[src/rtl/ctrl_unit_seq_if.sv]
// Fetch-side bundle for the sequenced control unit:
// instruction and memory-busy in, registered datapath controls out.
interface ctrl_unit_seq_if #(
    parameter int ALUOP_W = 3
);
    logic [31:0]        INSTRUCTION;
    logic               BUSYWAIT;
    logic               WRITEENABLE;
    logic [ALUOP_W-1:0] ALUOP;
    logic               COMPLEMENT_FLAG;
    logic               IMMEDIATE_FLAG;
    logic               BRANCH_FLAG;
    logic               BNE_FLAG;
    logic               JUMP_FLAG;
    logic               READ;
    logic               WRITE;
    logic               LOAD_WORD_FLAG;
    logic               PC_STALL;
    logic               ILLEGAL;

    modport master (
        output INSTRUCTION, BUSYWAIT,
        input  WRITEENABLE, ALUOP, COMPLEMENT_FLAG, IMMEDIATE_FLAG,
        input  BRANCH_FLAG, BNE_FLAG, JUMP_FLAG, READ, WRITE,
        input  LOAD_WORD_FLAG, PC_STALL, ILLEGAL
    );

    modport slave (
        input  INSTRUCTION, BUSYWAIT,
        output WRITEENABLE, ALUOP, COMPLEMENT_FLAG, IMMEDIATE_FLAG,
        output BRANCH_FLAG, BNE_FLAG, JUMP_FLAG, READ, WRITE,
        output LOAD_WORD_FLAG, PC_STALL, ILLEGAL
    );
endinterface

[src/rtl/ctrl_unit_seq.sv]
// Sequenced control unit: registered opcode decode with memory and
// multi-cycle multiply stalls, and a sticky illegal-opcode halt.
module ctrl_unit_seq #(
    parameter int ALUOP_W     = 3,
    parameter int MULT_CYCLES = 4,
    parameter bit ENABLE_EXT  = 1'b1
) (
    input logic            CLK,
    input logic            RESET,
    ctrl_unit_seq_if.slave bus
);
    localparam int CW         = $clog2(MULT_CYCLES) + 1;
    localparam int CNT_INIT_I = (MULT_CYCLES > 1) ? MULT_CYCLES - 2 : 0;
    localparam bit MULTI      = (MULT_CYCLES > 1);

    typedef enum logic [1:0] {RUN, MEM, MULT, HALT} state_t;

    typedef struct packed {
        logic       we;
        logic [2:0] aluop;
        logic       comp;
        logic       imm;
        logic       br;
        logic       bne;
        logic       jmp;
        logic       rd;
        logic       wr;
        logic       lwf;
        logic       stall;
        logic       ill;
    } ctrl_t;

    state_t        state, state_n;
    logic [CW-1:0] cnt, cnt_n;
    ctrl_t         q, d, dec, halt_v;
    logic [7:0]    op;
    logic          legal;
    logic          is_mem;
    logic          is_mult;
    logic          unused_lo;

    assign op        = bus.INSTRUCTION[31:24];
    assign unused_lo = ^bus.INSTRUCTION[23:0];
    assign is_mem    = (op >= 8'h08) && (op <= 8'h0B);
    assign is_mult   = (op == 8'h0F);

    always_comb begin
        halt_v       = '0;
        halt_v.ill   = 1'b1;
        halt_v.stall = 1'b1;
    end

    always_comb begin
        dec   = '0;
        legal = 1'b1;
        unique case (op)
            8'h00: begin dec.we = 1'b1; dec.imm = 1'b1; end
            8'h01: dec.we = 1'b1;
            8'h02: begin dec.we = 1'b1; dec.aluop = 3'b001; end
            8'h03: begin
                dec.we    = 1'b1;
                dec.comp  = 1'b1;
                dec.aluop = 3'b001;
            end
            8'h04: begin dec.we = 1'b1; dec.aluop = 3'b010; end
            8'h05: begin dec.we = 1'b1; dec.aluop = 3'b011; end
            8'h06: dec.jmp = 1'b1;
            8'h07: begin
                dec.br    = 1'b1;
                dec.comp  = 1'b1;
                dec.aluop = 3'b001;
            end
            8'h08: begin dec.rd = 1'b1; dec.lwf = 1'b1; end
            8'h09: begin
                dec.rd  = 1'b1;
                dec.lwf = 1'b1;
                dec.imm = 1'b1;
            end
            8'h0A: dec.wr = 1'b1;
            8'h0B: begin dec.wr = 1'b1; dec.imm = 1'b1; end
            8'h0C: begin dec.we = 1'b1; dec.aluop = 3'b100; end
            8'h0D: begin dec.we = 1'b1; dec.aluop = 3'b101; end
            8'h0E: begin
                dec.br    = 1'b1;
                dec.bne   = 1'b1;
                dec.comp  = 1'b1;
                dec.aluop = 3'b001;
            end
            8'h0F: dec.aluop = 3'b110;
            default: legal = 1'b0;
        endcase
        if (!ENABLE_EXT && op >= 8'h0C && op <= 8'h0F) begin
            legal = 1'b0;
        end
    end

    always_comb begin
        state_n = state;
        cnt_n   = cnt;
        d       = q;
        unique case (state)
            RUN: begin
                d = dec;
                if (!legal) begin
                    d       = halt_v;
                    state_n = HALT;
                end else if (is_mem) begin
                    d.stall = 1'b1;
                    state_n = MEM;
                end else if (is_mult && MULTI) begin
                    d.stall = 1'b1;
                    cnt_n   = CW'(CNT_INIT_I);
                    state_n = MULT;
                end else if (is_mult) begin
                    d.we = 1'b1;
                end
            end
            MEM: begin
                if (bus.BUSYWAIT) begin
                    d.we    = 1'b0;
                    d.stall = 1'b1;
                end else begin
                    // write-back only for loads; LWF stays up to steer it
                    d.rd    = 1'b0;
                    d.wr    = 1'b0;
                    d.we    = q.lwf;
                    d.stall = 1'b0;
                    state_n = RUN;
                end
            end
            MULT: begin
                d.aluop = 3'b110;
                if (cnt == '0) begin
                    d.we    = 1'b1;
                    d.stall = 1'b0;
                    state_n = RUN;
                end else begin
                    cnt_n = cnt - CW'(1);
                end
            end
            HALT: d = halt_v;
            default: begin
                d       = halt_v;
                state_n = HALT;
            end
        endcase
    end

    always_ff @(posedge CLK) begin
        if (RESET) begin
            state <= RUN;
            cnt   <= '0;
            q     <= '0;
        end else begin
            state <= state_n;
            cnt   <= cnt_n;
            q     <= d;
        end
    end

    assign bus.WRITEENABLE     = q.we;
    assign bus.ALUOP           = ALUOP_W'(q.aluop);
    assign bus.COMPLEMENT_FLAG = q.comp;
    assign bus.IMMEDIATE_FLAG  = q.imm;
    assign bus.BRANCH_FLAG     = q.br;
    assign bus.BNE_FLAG        = q.bne;
    assign bus.JUMP_FLAG       = q.jmp;
    assign bus.READ            = q.rd;
    assign bus.WRITE           = q.wr;
    assign bus.LOAD_WORD_FLAG  = q.lwf;
    assign bus.PC_STALL        = q.stall;
    assign bus.ILLEGAL         = q.ill;
endmodule

[src/flat_wrapper.sv]
// flat-port wrapper written by rule: the top's interface ports become plain ports
module ctrl_unit_seq_flat 
#(
    parameter int ALUOP_W     = 3,
    parameter int MULT_CYCLES = 4,
    parameter bit ENABLE_EXT  = 1'b1
)
  (CLK, RESET, bus_INSTRUCTION, bus_BUSYWAIT, bus_WRITEENABLE, bus_ALUOP, bus_COMPLEMENT_FLAG, bus_IMMEDIATE_FLAG, bus_BRANCH_FLAG, bus_BNE_FLAG, bus_JUMP_FLAG, bus_READ, bus_WRITE, bus_LOAD_WORD_FLAG, bus_PC_STALL, bus_ILLEGAL);
  ctrl_unit_seq_if #(.ALUOP_W(ALUOP_W)) bus_i ();
  input logic CLK;
  input logic RESET;
  input wire logic [$bits(bus_i.INSTRUCTION)-1:0] bus_INSTRUCTION;
  input wire logic [$bits(bus_i.BUSYWAIT)-1:0] bus_BUSYWAIT;
  output wire logic [$bits(bus_i.WRITEENABLE)-1:0] bus_WRITEENABLE;
  output wire logic [$bits(bus_i.ALUOP)-1:0] bus_ALUOP;
  output wire logic [$bits(bus_i.COMPLEMENT_FLAG)-1:0] bus_COMPLEMENT_FLAG;
  output wire logic [$bits(bus_i.IMMEDIATE_FLAG)-1:0] bus_IMMEDIATE_FLAG;
  output wire logic [$bits(bus_i.BRANCH_FLAG)-1:0] bus_BRANCH_FLAG;
  output wire logic [$bits(bus_i.BNE_FLAG)-1:0] bus_BNE_FLAG;
  output wire logic [$bits(bus_i.JUMP_FLAG)-1:0] bus_JUMP_FLAG;
  output wire logic [$bits(bus_i.READ)-1:0] bus_READ;
  output wire logic [$bits(bus_i.WRITE)-1:0] bus_WRITE;
  output wire logic [$bits(bus_i.LOAD_WORD_FLAG)-1:0] bus_LOAD_WORD_FLAG;
  output wire logic [$bits(bus_i.PC_STALL)-1:0] bus_PC_STALL;
  output wire logic [$bits(bus_i.ILLEGAL)-1:0] bus_ILLEGAL;
  assign bus_i.INSTRUCTION = bus_INSTRUCTION;
  assign bus_i.BUSYWAIT = bus_BUSYWAIT;
  assign bus_WRITEENABLE = bus_i.WRITEENABLE;
  assign bus_ALUOP = bus_i.ALUOP;
  assign bus_COMPLEMENT_FLAG = bus_i.COMPLEMENT_FLAG;
  assign bus_IMMEDIATE_FLAG = bus_i.IMMEDIATE_FLAG;
  assign bus_BRANCH_FLAG = bus_i.BRANCH_FLAG;
  assign bus_BNE_FLAG = bus_i.BNE_FLAG;
  assign bus_JUMP_FLAG = bus_i.JUMP_FLAG;
  assign bus_READ = bus_i.READ;
  assign bus_WRITE = bus_i.WRITE;
  assign bus_LOAD_WORD_FLAG = bus_i.LOAD_WORD_FLAG;
  assign bus_PC_STALL = bus_i.PC_STALL;
  assign bus_ILLEGAL = bus_i.ILLEGAL;
  ctrl_unit_seq #(.ALUOP_W(ALUOP_W), .MULT_CYCLES(MULT_CYCLES), .ENABLE_EXT(ENABLE_EXT)) u_core (.CLK(CLK), .RESET(RESET), .bus(bus_i));
endmodule
[config.mk]
export PLATFORM = sky130hd
export DESIGN_NAME = ctrl_unit_seq_flat
export DESIGN_NICKNAME = d
export VERILOG_FILES = /design/src/rtl/ctrl_unit_seq_if.sv /design/src/rtl/ctrl_unit_seq.sv /design/src/flat_wrapper.sv
export SDC_FILE = /design/constraint.sdc
export NUM_CORES = 1
export LEC_CHECK = 0
export CELL_PAD_IN_SITES_DETAIL_PLACEMENT = 1
export CELL_PAD_IN_SITES_GLOBAL_PLACEMENT = 2
export CORE_MARGIN = 2
export CORE_UTILIZATION = 22
export DETAILED_ROUTE_END_ITERATION = 8
export PLACE_DENSITY = 0.74
export SYNTH_ARGS = -nofsm -noshare
export SYNTH_HDL_FRONTEND = slang
export SYNTH_SLANG_ARGS = --single-unit
[constraint.sdc]
create_clock -name CLK -period 2.3 [get_ports CLK]
set_clock_uncertainty 0.15 [all_clocks]
set_input_delay 0.46 -clock CLK [delete_from_list [all_inputs] [get_ports CLK]]
set_output_delay 0.46 -clock CLK [all_outputs]
set_load 0.005 [all_outputs]
==> results.json <==
{
  "cp-startpoint": "bus_INSTRUCTION[29]",
  "fin_crit_sh_pct": 96.9,
  "vias": 1180,
  "rr_startpoint": "u_core.state[0]$_SDFFE_PP0P_",
  "p_leak_nw": 0.637,
  "period_minus_slack_ns": 2.23,
  "ys.warnings.count": 0,
  "grt_antenna_before_repair": 0,
  "required_ns": 2.34,
  "drt_iter0_drc": 46,
  "irDropWorstVdd_mv": 0.325,
  "fin_nets": 222,
  "clk_pin_slew_ns": 0.08,
  "wl_mm": 3.44,
  "hp-class": "reg -> reg",
  "multi_input_comb_area_sq_um": 693,
  "ant_nets": 0,
  "setup_viol": 0,
  "worst-path-max-fanout": 4,
  "yosysSeqAreaShare_pct": 33.6,
  "rsz0062_at_grt": "no",
  "critPathCapture": "u_core.cnt[0]$_SDFFE_PP0P_",
  "dieArea_sq_um": 5740,
  "ctsRootBufferMaster": "clkbuf_8",
  "fp.dieH_um": 75.8,
  "ys_seq_elements": 19,
  "cts_buffer_depth": 2,
  "finalWorstSetupSlack_ns": 0.0710,
  "drive_above_1_share_pct": 14.6,
  "seqCellArea_sq_um": 380,
  "routabilityCongestion": 0.776,
  "postLayoutCoreUtil_pct": 32.1,
  "syn_to_final_growth_pct": 42.9,
  "core_area_sq_um": 5040,
  "use_met2_pct": 23.8,
  "critical_path_class": "in -> reg",
  "via_per_inst": 4.76,
  "synthDistinctLibCells": 40,
  "cts_sinks": 19,
  "max_cap_violations": 0,
  "rr_worst_depth": 6,
  "worst_setup_path_end_kind": "flop",
  "routedWlPerCell_um": 13.9,
  "cellPowerDensity_nw_per_um2": 830,
  "crit_path_start_kind": "primary input",
  "layout_common_cells": "clkdlybuf4s50_1 (24), buf_4 (19), dfxtp_1 (19)",
  "final_common_cell": "clkdlybuf4s50_1",
  "tns_ns": 0,
  "cts_tree": "done",
  "dp.final_hpwl_mm": 2.75,
  "clock_latency_ns": 0.27,
  "grt_use_total_pct": 13.2,
  "r2r_end": "u_core.cnt[2]$_SDFFE_PP0P_",
  "status": "finished clean",
  "total_power_mw": 1.35,
  "cts_buffers": 3,
  "fmax_ghz": 0.449,
  "top_usage_layer": "met2",
  "rrSetupSlack_ns": 0.34,
  "crit_arrival_ns": 2.27,
  "syn_area_sq_um": 1130,
  "place_ws_ns": -0.256,
  "hold_violations": 0,
  "hold_start": "u_core.bus.COMPLEMENT_FLAG$_SDFFE_PP0P_",
  "drc": 0,
  "rows": 26,
  "placement.io_buffers": 24,
  "grt_first_pass_wirelength_mm": 5.80,
  "use_met1_pct": 15.5,
  "hold_buffers": 0,
  "htreeDepth": 1,
  "start_util_pct": 22.5,
  "slew_headroom_pct": 60.0,
  "drv_slew": 0,
  "syn_area_per_cell_sq_um": 8.16,
  "use_met3_pct": 1.85,
  "io_pins": 49,
  "tightest_slew_ns": 0.600,
  "placed_area_sq_um": 1570,
  "syn-instance-count": 139,
  "num_antenna_cells": 0,
  "die_w_um": 75.8,
  "fillCellCount": 589,
  "grt_max_degree": 23,
  "grt_remaining_overflow": 0,
  "first_global_vias": 1263,
  "synth_nets": 182,
  "cts_resized": 0,
  "finalInstanceArea_sq_um": 1620,
  "drt_pass1_iterations": 5,
  "cts_setup_buffers": 0
}
[synth_stat cells, drive strengths merged]
master	count	share of area [%]
a21o	2	1.3
mux2i	4	3.5
o21ai	5	2.2
and3b	1	0.77
xor2	1	0.77
o41ai	1	0.77
clkbuf	7	2.3
nand2b	6	3.3
or2	1	0.55
dfxtp	19	34
nand3	4	1.8
nor3	3	1.3
nor2	11	3.6
a32oi	1	0.77
o22ai	1	0.55
or4	4	3.0
or3	1	0.55
nand4	3	1.7
nand3b	1	0.66
buf	1	0.33
o31a	1	0.77
nand2	12	4.0
o211ai	1	0.66
o2bb2ai	1	0.77
a221oi	2	1.5
nand4b	1	0.77
ha	8	8.8
a211oi	4	2.6
a22oi	2	1.3
nor4	2	1.7
a31oi	1	0.55
a21boi	1	0.66
a211o	2	1.5
a311oi	2	1.5
a21oi	10	4.4
nor3b	1	0.66
inv	8	2.6
nor2b	3	1.7
[routing by layer]
layer / routed length [um] / vias up / part of all wire [%]
met5: 0 / - / 0
met4: 57 / 0 / 1.7
met3: 96 / 4 / 2.8
met2: 1770 / 24 / 52
met1: 1510 / 569 / 44
li1: - / 583 / -
[power breakdown]
group          switching, mW  internal, mW
logic                  0.349         0.314
clock network          0.127         0.121
registers             0.0443         0.390
total                  0.520         0.825
[cell type report]
class / instances / share of cell area, %
clock buffer: 3 / 2.55
inverter: 8 / 1.85
clock inverter: 1 / 0.309
tap: 70 / 5.41
sequential: 19 / 23.5
timing repair buffer: 43 / 23.6
multi-input combinational: 104 / 42.8
[how the worst min path moves through the flow]
stage | slack [ns] | to | cells past startpoint
global route | 0.35 | u_core.bus.BNE_FLAG$_SDFFE_PP0P_ | 2
finish | 0.32 | u_core.bus.COMPLEMENT_FLAG$_SDFFE_PP0P_ | 2
floorplan | 0.30 | u_core.bus.COMPLEMENT_FLAG$_SDFFE_PP0P_ | 2
detailed placement | 0.31 | u_core.bus.COMPLEMENT_FLAG$_SDFFE_PP0P_ | 2
CTS | 0.32 | u_core.bus.COMPLEMENT_FLAG$_SDFFE_PP0P_ | 2
global placement | 0.29 | u_core.bus.COMPLEMENT_FLAG$_SDFFE_PP0P_ | 2
[worst max-delay path: stages]
cell             delay (ns)
clkdlybuf4s50_1        0.42
or4_4                  0.56
o31a_1                 0.30
or3_1                  0.37
a31oi_1                0.17
[through the flow]
stage / hold slack, ns / instances
floorplan: 0.298 / 139
global placement: 0.289 / 244
detailed placement: 0.307 / 244
CTS: 0.321 / 248
global route: 0.348 / 248
finish: 0.322 / 248
[kinds of logic (layout without fill, tap and decap cells)]
family                   Yosys count  in the layout  synth area share [%]
flip-flops                        19             19                  33.6
adder cells (fa/ha/maj)            8              8                  8.83
AO/OA/AOI/OAI                     37             37                  22.1
multiplexers                       4              4                  3.53
buffers and inverters             16             55                  5.30
XOR/XNOR                           1              1                 0.773
AND/OR/NAND/NOR                   54             54                  25.9
(Power assumes the default switching activity.)
==> edit 1 (same settings) <==
Reset style: asynchronous (`RESET`), changed in one clocked block.
--- a/src/rtl/ctrl_unit_seq.sv
+++ b/src/rtl/ctrl_unit_seq.sv
@@ -148,3 +148,3 @@
 
-    always_ff @(posedge CLK) begin
+    always_ff @(posedge CLK or posedge RESET) begin
         if (RESET) begin
Function: differs if RESET is asserted again (counterexample within 4 cycles, from zero or initial values and one cycle with RESET high); with RESET held inactive, the same outputs for 10 cycles.
==> edit 1 against the unedited design <==
  * Largest cell class unchanged
  * First-iteration DRC count is 59% lower
  * Hold slack improved by 22 ps
  * Combinational power rose by 30%
  * Global-route usage shrank 2.0 points
  * Total power up 19%
  * Synthesized cell count down 12%
  * Setup slack better by 110 ps
  * Cell area grew 0.39%
  * Critical endpoint is now u_core.cnt[2]
  * Wire length shrank 6.7%
  * Sequential cell count is the same
  * Via count decreased by 8.6%
  * Area after synthesis increased by 3.9%
==> edit 1: results (changes against the unedited design) <==
Cells and area
  – Combined area of the multi-input logic cells: 657 sq um (-5.2%)
  – Net count reported at finish: 203 (-8.6%)
  – Number of non-clock buffers in the layout: 36 (-16%)
  – Final-layout clock-cell area share: 0.0285 (-0.000110)
  – Filler-free cell count of the finished design: 229 (-7.7%)
  – Fraction of cell area in non-clock buffers: 0.203 (-0.0332)

Critical path
  – Critical Path Max Stage Delay: 580 ps (+20 ps)
  – Arrival @ worst endpoint: 2130 ps (-140 ps)
  – Critical register-to-register path endpoint: u_core.state[0]
  – RR Startpoint: u_core.cnt[0]

Global routing
  – Met3 usage: 0.0188 (+0.000305)
  – Largest net degree at the start of global routing: 20 (-13%)
  – Global-route met1 utilization: 0.139 (-0.0162)
  – Global-route wire length before repair: 5480 microns (-5.5%)
  – Vias in the first global route: 1189 (-5.9%)
  – Total routing resource utilization after global routing: 0.112 (-0.0198)

Drt
  – Final WL: 3210 microns (-6.7%)
  – Number of optimization iterations in the first detailed-route pass: 4 (-1)
  – 1st-iter DRT viols: 19 (-59%)
  – Met1 layer wirelength in the final routing: 1430 microns (-5.3%)

Synth
  – Fraction of synthesized area in multiplexers: 0.0542 (+0.0189)
  – Synth async-reset ratio: 1.00 (+1.00)
  – Mean instance size in the synthesized netlist: 9.57 sq um (+17%)
  – Synth Area in XOR/XNOR: 0.00744 (-0.000287)
  – Top cells by instance count after synthesis: 19 x sky130_fd_sc_hd__dfrtp_1, 14 x sky130_fd_sc_hd__nand2_1

Power and ir drop
  – Max IR drop VDD: 0.356 mV (+9.7%)
  – Switching Fraction: 0.405 (+0.0184)

Run status
  – Outcome: complete, no violations

Place
  – DP HPWL: 2550 microns (-7.4%)
  – Setup slack at placement: -113 ps (+143 ps)
  – Placer's final routability congestion estimate: 0.791 (+1.8%)

Timing
  – Final hold slack: 344 ps (+22.0 ps)
  – Tightest Pin Transition: 381 ps (-219 ps)
  – Worst path setup slack after routing: 181 ps (+110 ps)

Min path
  – Beginning of the worst hold path: u_core.bus.BNE_FLAG
  – Endpoint of the worst hold-timing path: u_core.bus.BNE_FLAG
edit 1: cell count changes after synthesis, moves of 3 or more:
cell / unedited run / this run
sky130_fd_sc_hd__nand2b_1: 6 / 3
sky130_fd_sc_hd__mux2_2: 0 / 3
sky130_fd_sc_hd__clkbuf_1: 7 / 4
sky130_fd_sc_hd__dfrtp_1: 0 / 19
sky130_fd_sc_hd__nand4_1: 3 / 0
sky130_fd_sc_hd__nor2_1: 11 / 8
sky130_fd_sc_hd__o41ai_1: 1 / 4
sky130_fd_sc_hd__dfxtp_1: 19 / 0
sky130_fd_sc_hd__a211oi_1: 4 / 1
edit 1: power by group through the flow:
stage               Clock [mW]  Combinational [mW]  Sequential, mW
global placement             0               0.845           0.495
finish                   0.250               0.865           0.493
floorplan                    0               0.584           0.489
CTS                      0.261               0.882           0.496
global route             0.272               0.982           0.510
detailed placement           0               0.882           0.503
==> edit 2 (same settings) <==
Without the edit above. `ENABLE_EXT` is set to 1'b1 in 2 places; all go to 1'b0.
--- a/src/rtl/ctrl_unit_seq.sv
+++ b/src/rtl/ctrl_unit_seq.sv
@@ -5,3 +5,3 @@
     parameter int MULT_CYCLES = 4,
-    parameter bit ENABLE_EXT  = 1'b1
+    parameter bit ENABLE_EXT  = 1'b0
 ) (
--- a/src/flat_wrapper.sv
+++ b/src/flat_wrapper.sv
@@ -5,3 +5,3 @@
     parameter int MULT_CYCLES = 4,
-    parameter bit ENABLE_EXT  = 1'b1
+    parameter bit ENABLE_EXT  = 1'b0
 )
Check against the original RTL: not equivalent (a bounded check fails within 4 cycles, from zero or initial values and one cycle with RESET high).
==> edit 2 against the unedited design <==
  * Via count down 22%
  * Largest power group unchanged
  * Critical path type is now reg2reg
  * Sequential cell count unchanged
  * Area after synthesis is 8.4% lower
  * Cell area decreased by 12%
  * Wire length down 19%
  * Setup slack improved by 120 ps
  * Die area is 8.0% lower
  * First-iteration DRC count fell by 30%
  * Count of clock-buffer cells in the layout is the same
  * Total power decreased by 13%
==> edit 2: results (changes against the unedited design) <==
Run status
  – Outcome: complete, no violations

Power and ir drop
  – Internal power: 0.757 mW (-8.3%)
  – Max IR drop VDD: 0.293 mV (-9.7%)
  – Leakage: 0.556 nW (-13%)

Critical path
  – Critical Path Max Stage Delay: 440 ps (-120 ps)
  – Category of cells accounting for the largest share of critical-path delay: compound AO/OA/AOI/OAI gates
  – Critical Path Fanout Max: 6 (+2)
  – Critical path's slowest cell: sky130_fd_sc_hd__dfxtp_1
  – Arrival @ worst endpoint: 2130 ps (-140 ps)

Synth
  – Top cells by instance count after synthesis: 19 x sky130_fd_sc_hd__dfxtp_1, 9 x sky130_fd_sc_hd__nor3_1, 8 x sky130_fd_sc_hd__a21oi_1, 8 x sky130_fd_sc_hd__ha_1, 8 x sky130_fd_sc_hd__nor2_1
  – Post-synthesis cell type count: 42 (+5.0%)
  – Top cells by area, synth: sky130_fd_sc_hd__dfxtp_1 37%, sky130_fd_sc_hd__ha_1 9.6%, sky130_fd_sc_hd__nor3_1 4.3%, sky130_fd_sc_hd__a21oi_1 3.9%, sky130_fd_sc_hd__nor2_1 2.9%
  – Number of instances in the synthesized netlist: 114 (-18%)
  – Syn. warnings: 0 (unchanged)
  – Synth Flop Type: sky130_fd_sc_hd__dfxtp_1
  – Synth async-reset ratio: 0 (unchanged)
  – Sequential-to-total area share from yosys stat: 0.366 (+0.0307)
  – Mapped Nets: 157 (-14%)

Min path
  – Hold WC Path Type: reg2reg

Place
  – Placer's final routability congestion estimate: 0.734 (-5.5%)
  – Cell total after placement: 193 (-21%)
  – Placed Instance Area: 0.00138 sq mm (-12%)
  – DP HPWL: 2180 microns (-21%)
  – Setup slack at placement: -24.1 ps (+232 ps)
  – IO Port Bufs: 24 (unchanged)

Clocking
  – H-tree depth: 1 (unchanged)
  – Resized cells post-CTS: 0 (unchanged)
  – Maximum root-to-sink buffer count: 2 (unchanged)
  – Source-to-sink clock delay at the later pin of the worst-skew pair: 250 ps (-20 ps)
  – CTS root buf: sky130_fd_sc_hd__clkbuf_8
  – Clock buffer count from CTS: 3 (unchanged)
  – Register clock-pin slew on the reported worst setup and hold paths: 80 ps (about the same)
  – Setup bufs post-CTS: 0 (unchanged)

Global routing
  – Total routing resource utilization after global routing: 0.113 (-0.0188)
  – Vias in the first global route: 979 (-22%)
  – Antenna violations before repair: 0 (unchanged)
  – Global-route wire length before repair: 4730 microns (-18%)
  – Largest net degree at the start of global routing: 12 (-48%)

Cells and area
  – Filler-free cell count of the finished design: 197 (-21%)
  – Diodes inserted: 0 (unchanged)
  – Share of cells above drive strength 1: 0.166 (+0.0194)
  – Relative area change from synthesis to final layout: 37.7%

Drt
  – 1st-iter DRT viols: 32 (-30%)
  – Number of optimization iterations in the first detailed-route pass: 5 (unchanged)
  – Final WL: 2770 microns (-19%)
  – Avg Vias per Cell: 4.69 (-1.4%)

Timing
  – Tightest Pin Transition: 414 ps (-186 ps)
-- edit 2: layer usage --
| metal | wire [microns] | share of wire | vias up | track usage |
|---|---|---|---|---|
| met5 | 0 | 0 | - | 0 |
| met4 | 8 | 0.0029 | 0 | 0.0185 |
| met3 | 145 | 0.052 | 2 | 0.0331 |
| met2 | 1360 | 0.49 | 16 | 0.203 |
| met1 | 1260 | 0.45 | 435 | 0.136 |
| li1 | - | - | 471 | - |
-- edit 2: worst paths after layout --
check / start / endpoint / slack [ps] / cells past startpoint
max reg2reg: u_core.state[1] / u_core.state[1] / 200 / 6
max: u_core.state[1] / u_core.state[1] / 200 / 6
min: u_core.bus.IMMEDIATE_FLAG / u_core.bus.IMMEDIATE_FLAG / 290 / 2
min reg2reg: u_core.bus.IMMEDIATE_FLAG / u_core.bus.IMMEDIATE_FLAG / 290 / 2
-- edit 2: power by group through the flow --
stage          registers [mW]  logic, mW  clock network, mW
2_1_floorplan           0.422      0.323                  0
3_3_place_gp            0.426      0.503                  0
3_5_place_dp            0.427      0.514                  0
4_1_cts                 0.420      0.522              0.249
5_1_grt                 0.427      0.575              0.263
6_report                0.421      0.514              0.237
-- edit 2: logic make-up (layout without fill, tap and decap cells) --
| family | after synthesis | count (layout) | share of synthesized area |
|---|---|---|---|
| mux | 1 | 1 | 0.00964 |
| xor+xnor | 1 | 1 | 0.00844 |
| flops | 19 | 19 | 0.366 |
| fa+ha+maj | 8 | 8 | 0.0964 |
| simple gates | 45 | 45 | 0.260 |
| compound gates | 28 | 28 | 0.214 |
| buf+inv | 12 | 43 | 0.0446 |
-- edit 2: final cells by class --
class | count | area, sq um
Clock buffer | 3 | 41.3
Clock inverter | 1 | 5.00
Fill cell | 532 | 3010
Inverter | 7 | 26.3
Multi-Input combinational cell | 83 | 612
Sequential cell | 19 | 380
Tap cell | 52 | 65.1
Timing Repair Buffer | 32 | 300
-- edit 2: worst register-to-register path: stages (launching register included) --
cell and delay [ps]:
sky130_fd_sc_hd__dfxtp_1 440, sky130_fd_sc_hd__inv_1 160, sky130_fd_sc_hd__ha_1 240, sky130_fd_sc_hd__and2_1 210, sky130_fd_sc_hd__a211o_1 330, sky130_fd_sc_hd__a2111o_2 430
sky130_fd_sc_hd__o31ai_2 60
